## src/rtl/alu_pkg.sv

```systemverilog
// Shared ALU constants and the result-source indices that drive the result mux select.
package alu_pkg;

  localparam int WORD_W     = 32;
  localparam int MUX_SEL_W  = 4;
  localparam int MUX10_IN_W = 320;

  typedef enum logic [MUX_SEL_W-1:0] {
    SRC_ADD = 4'd0,
    SRC_SUB = 4'd1,
    SRC_AND = 4'd2,
    SRC_OR  = 4'd3,
    SRC_XOR = 4'd4,
    SRC_SLL = 4'd5,
    SRC_SRL = 4'd6,
    SRC_SRA = 4'd7,
    SRC_SLT = 4'd8,
    SRC_LUI = 4'd9
  } alu_src_e;

endpackage

```

## src/rtl/mux2_32.sv

```systemverilog
// 32-bit 2:1 mux; an unknown select yields all-X rather than a merged word.
module mux2_32
  import alu_pkg::*;
(
  input  logic [WORD_W-1:0] a,
  input  logic [WORD_W-1:0] b,
  input  logic              sel,
  output logic [WORD_W-1:0] y
);

  // Explicit default keeps X on sel from collapsing to bits the inputs share.
  always_comb begin
    case (sel)
      1'b0:    y = a;
      1'b1:    y = b;
      default: y = 'x;
    endcase
  end

endmodule

```

## src/rtl/mux10_32_sel.sv

```systemverilog
// 10-input 32-bit select mux for the ALU result path: 4-level 2:1 tree plus a registered copy.
module mux10_32_sel
  import alu_pkg::*;
#(
  parameter int N_IN  = 10,
  parameter int WIDTH = WORD_W,
  parameter int SEL_W = MUX_SEL_W
) (
  input  logic                  clk,
  input  logic                  rst,
  input  logic [N_IN*WIDTH-1:0] a,
  input  logic [SEL_W-1:0]      s,
  output logic [WIDTH-1:0]      y,
  output logic [WIDTH-1:0]      y_q
);

  localparam int N_LEAF = 1 << SEL_W;

  logic [WIDTH-1:0] leaf [N_LEAF];
  logic [WIDTH-1:0] lvl1 [N_LEAF/2];
  logic [WIDTH-1:0] lvl2 [N_LEAF/4];
  logic [WIDTH-1:0] lvl3 [N_LEAF/8];

  // Leaves beyond the real inputs read as zero so out-of-range selects give 0.
  for (genvar i = 0; i < N_LEAF; i++) begin : g_leaf
    if (i < N_IN) begin : g_used
      assign leaf[i] = a[i*WIDTH +: WIDTH];
    end else begin : g_zero
      assign leaf[i] = '0;
    end
  end

  for (genvar i = 0; i < N_LEAF/2; i++) begin : g_l1
    mux2_32 u_mux (.a(leaf[2*i]), .b(leaf[2*i+1]), .sel(s[0]), .y(lvl1[i]));
  end

  for (genvar i = 0; i < N_LEAF/4; i++) begin : g_l2
    mux2_32 u_mux (.a(lvl1[2*i]), .b(lvl1[2*i+1]), .sel(s[1]), .y(lvl2[i]));
  end

  for (genvar i = 0; i < N_LEAF/8; i++) begin : g_l3
    mux2_32 u_mux (.a(lvl2[2*i]), .b(lvl2[2*i+1]), .sel(s[2]), .y(lvl3[i]));
  end

  mux2_32 u_root (.a(lvl3[0]), .b(lvl3[1]), .sel(s[3]), .y(y));

  always_ff @(posedge clk or posedge rst) begin
    if (rst) begin
      y_q <= '0;
    end else begin
      y_q <= y;
    end
  end

endmodule

```

## config.mk

```make
export PLATFORM = sky130hd
export DESIGN_NAME = mux10_32_sel
export DESIGN_NICKNAME = d
export VERILOG_FILES = /design/src/rtl/alu_pkg.sv /design/src/rtl/mux2_32.sv /design/src/rtl/mux10_32_sel.sv
export SDC_FILE = /design/constraint.sdc
export NUM_CORES = 1
export LEC_CHECK = 0
export CAP_MARGIN = 40
export CELL_PAD_IN_SITES_DETAIL_PLACEMENT = 1
export CELL_PAD_IN_SITES_GLOBAL_PLACEMENT = 1
export CORE_MARGIN = 5
export CORE_UTILIZATION = 30
export CTS_CLUSTER_DIAMETER = 200
export DETAILED_ROUTE_END_ITERATION = 8
export GPL_TIMING_DRIVEN = 0
export MAX_ROUTING_LAYER = met4
export PLACE_DENSITY_LB_ADDON = 0.1
export SLEW_MARGIN = 20
export SYNTH_ARGS = -nofsm -noshare
export SYNTH_HDL_FRONTEND = slang
export SYNTH_HIERARCHICAL = 1
export SYNTH_SLANG_ARGS = --single-unit
```

## constraint.sdc

```tcl
create_clock -name clk -period 7.1 [get_ports clk]
set_clock_uncertainty 0.05 [all_clocks]
set_input_delay 1.42 -clock clk [delete_from_list [all_inputs] [get_ports clk]]
set_output_delay 1.42 -clock clk [all_outputs]
set_load 0.02 [all_outputs]
```

==> summary.md <==
| Metric | Value |
|---|---|
| Drt pass-1 iters | `4` |
| Maximum VDD drop | `0.00007838 V` |
| Via density | `4.155` |
| Post-detail-place hpwl | `27690 µm` |
| Gr ovfl total | `0` |
| Worst-path cell chain | `clkdlybuf4s50_1 > mux2_4 > mux2_4 > mux2_4 > mux2_4 > clkdlybuf4s50_1` |
| Routed wire length | `32050 µm` |
| Final Cycle Share | `70.94%` |
| Final setup viols | `0` |
| LEAKAGE | `6.922 nW` |
| Area grow syn2layout | `58.46%` |
| Non-Filler Instances | `1550` |
| Initial antenna violation count | `1` |
| Critical Path RT | `5.63 ns` |
| Via total after detailed routing | `6441` |
| Kind of critical path | `in2out` |
| Clock Sinks | `32` |
| Yosys top cell area share | `75.30%` |
| Post-route cell area | `14220 µm²` |
| CTS buffer count | `5` |
| Top post-synthesis cells by area | `mux2_4 (75%), buf_12 (10%), dfrtp_1 (8.9%)` |
| Root Buffer | `clkbuf_16` |
| Share of cells above drive strength 1 | `47.37%` |
| DR WL met3 | `1679 µm` |
| Cts hold-fix bufs | `0` |
| Final hold vios | `0` |
| Clk buf depth | `2` |
| Register area share after synthesis | `8.925%` |
| IO buf count | `385` |
| Max H-tree Level | `2` |
| Final ANT Viol Nets | `0` |
| Ys Warns | `6` |
| Gr usage total | `18.56%` |
| Die width | `182.9 µm` |
| Core Footprint | `29560 µm²` |
| Slowest-stage cell, CP | `clkdlybuf4s50_1` |
| WP buf/inv | `2` |
| Largest net degree at the start of global routing | `25` |
| Initial Utilization | `30.35%` |
| Residual DRC | `0` |
| Final Wtd Congestion | `0.8053` |
| Boundary Pins | `390` |
| Rows | `63` |
| Placed insts | `1541` |
| Die height | `182.9 µm` |
| Flip-flop and latch count after synthesis | `32` |
| Syn Inst Count | `574` |
| Gates resized, CTS repair | `0` |
| Crit Path Max Fanout | `2` |
| Largest family of logic cells by synthesized area | `multiplexers` |
| Post-DP Area | `14050 µm²` |
| Global-route wire length before repair | `45150 µm` |
| Largest stage delay, worst path | `0.57 ns` |
| Compound-Gate Fraction of Synth Area | `0%` |
| CP Launch Type | `primary input` |
| Final slew viol count | `0` |
| CP top delay family | `multiplexers` |
| Die area | `33470 µm²` |
| Hold crit path type | `in2async` |
| WL met1 | `13410 µm` |
| Top Registers | `y_q x32` |
| Layout fillers | `3102` |
| Post-Synth XOR/XNOR Area | `0%` |
| Vias in the first global route | `7002` |
| DRT iter0 DRCs | `164` |
| Post-synthesis simple-gate area fraction | `0%` |
| Power per cell area | `106.8 nW/µm²` |
| WL per Instance | `20.68 µm` |
| Post-synthesis mux area share | `79.07%` |
| Crit. End Element | `primary output` |
| Dpl ws | `2.055 ns` |
| Status | `finished clean` |
| Worst EP arrival | `3.57 ns` |
| Worst-path clk slew | `0.06 ns` |
| Netlist Area Pre-Place | `8972 µm²` |
| Leading cell type in the layout, fill and taps excluded | `mux2_4` |
| Setup TNS | `0 ns` |
| Largest area contributor in the netlist | `mux2_4` |
| Worst path most repeated cell | `mux2_4` |
| CTS tree | `yes` |
| PnR Total Power | `0.001518 W` |
| Post-Synth Adder-Cell Area | `0%` |
| Largest register by flop count | `y_q` |
| Max layer used | `met4` |
| Final setup margin | `2.063 ns` |
| Commonest cells after routing, fill and taps aside | `mux2_4 (450), clkdlybuf4s50_1 (385), conb_1 (192)` |
| Max reg flops | `32` |
| Fmax | `198.6 MHz` |
| Setup bufs post-CTS | `0` |
| Max Cap Viol | `0` |
| Yosys cell types | `7` |
| Syn Area/Cell | `15.63 µm²` |
| Final #Nets | `1484` |
| Minimum clock period | `5.037 ns` |
| RSZ-0062 raised after global routing | `no` |
| Met2 Wirelength | `16680 µm` |
-- layout make-up --
cell class                      count  area (µm²)  share of cell area, %
Clock buffer                        6       128.9                 0.9065
Inverter                            1       3.754                0.02640
Clock inverter                      2       35.03                 0.2464
Buffer                             60        1070                  7.524
Antenna cell                        1       2.502                0.01760
Timing Repair Buffer              386        3874                  27.25
Sequential cell                    32       800.8                  5.632
Multi-Input combinational cell    672        7815                  54.97
Tap cell                          390       488.0                  3.432
-- stage by stage --
step	hold slack [ns]	util, %
after global placement	1.754	47.47
final	1.320	48.10
after global routing	1.346	48.10
after CTS	1.313	48.09
after detailed placement	1.631	47.53
after floorplan	1.486	-
-- cell usage after synthesis --
| cell | n |
|---|---|
| mux2_4 | 450 |
| buf_12 | 45 |
| dfrtp_1 | 32 |
| mux2_2 | 30 |
| buf_6 | 15 |
| conb_1 | 1 |
| inv_1 | 1 |
-- cells by family (layout without fill, tap and decap cells) --
| kind of cell | count (synthesis) | after routing |
|---|---|---|
| mux | 480 | 480 |
| flops | 32 | 32 |
| other cells | 1 | 193 |
| buf+inv | 61 | 455 |
-- power breakdown --
| group | internal (W) | leakage, nW | switching, W |
|---|---|---|---|
| logic | 0.000680 | 6.47 | 0.000359 |
| registers | 0.000210 | 0.373 | 0.00000693 |
| clock network | 0.000166 | 0.0808 | 0.0000967 |
-- metal layers --
layer | vias up | global-route usage [%]
met5 | - | -
met3 | 16 | 3.749
li1 | 3126 | -
met4 | 0 | 2.354
met1 | 3127 | 21.91
met2 | 172 | 33.48
-- path summary, 6_finish.rpt --
kind                       start       to  slack (ns)  cells past startpoint
min in group clk            s[3]  y_q[29]        1.43                      2
max in group asynchronous    rst  y_q[23]        5.23                      3
max                        a[87]    y[23]        2.06                      6
min                          rst  y_q[10]        1.32                      2
Note: power is estimated with default switching activity, not from simulation.
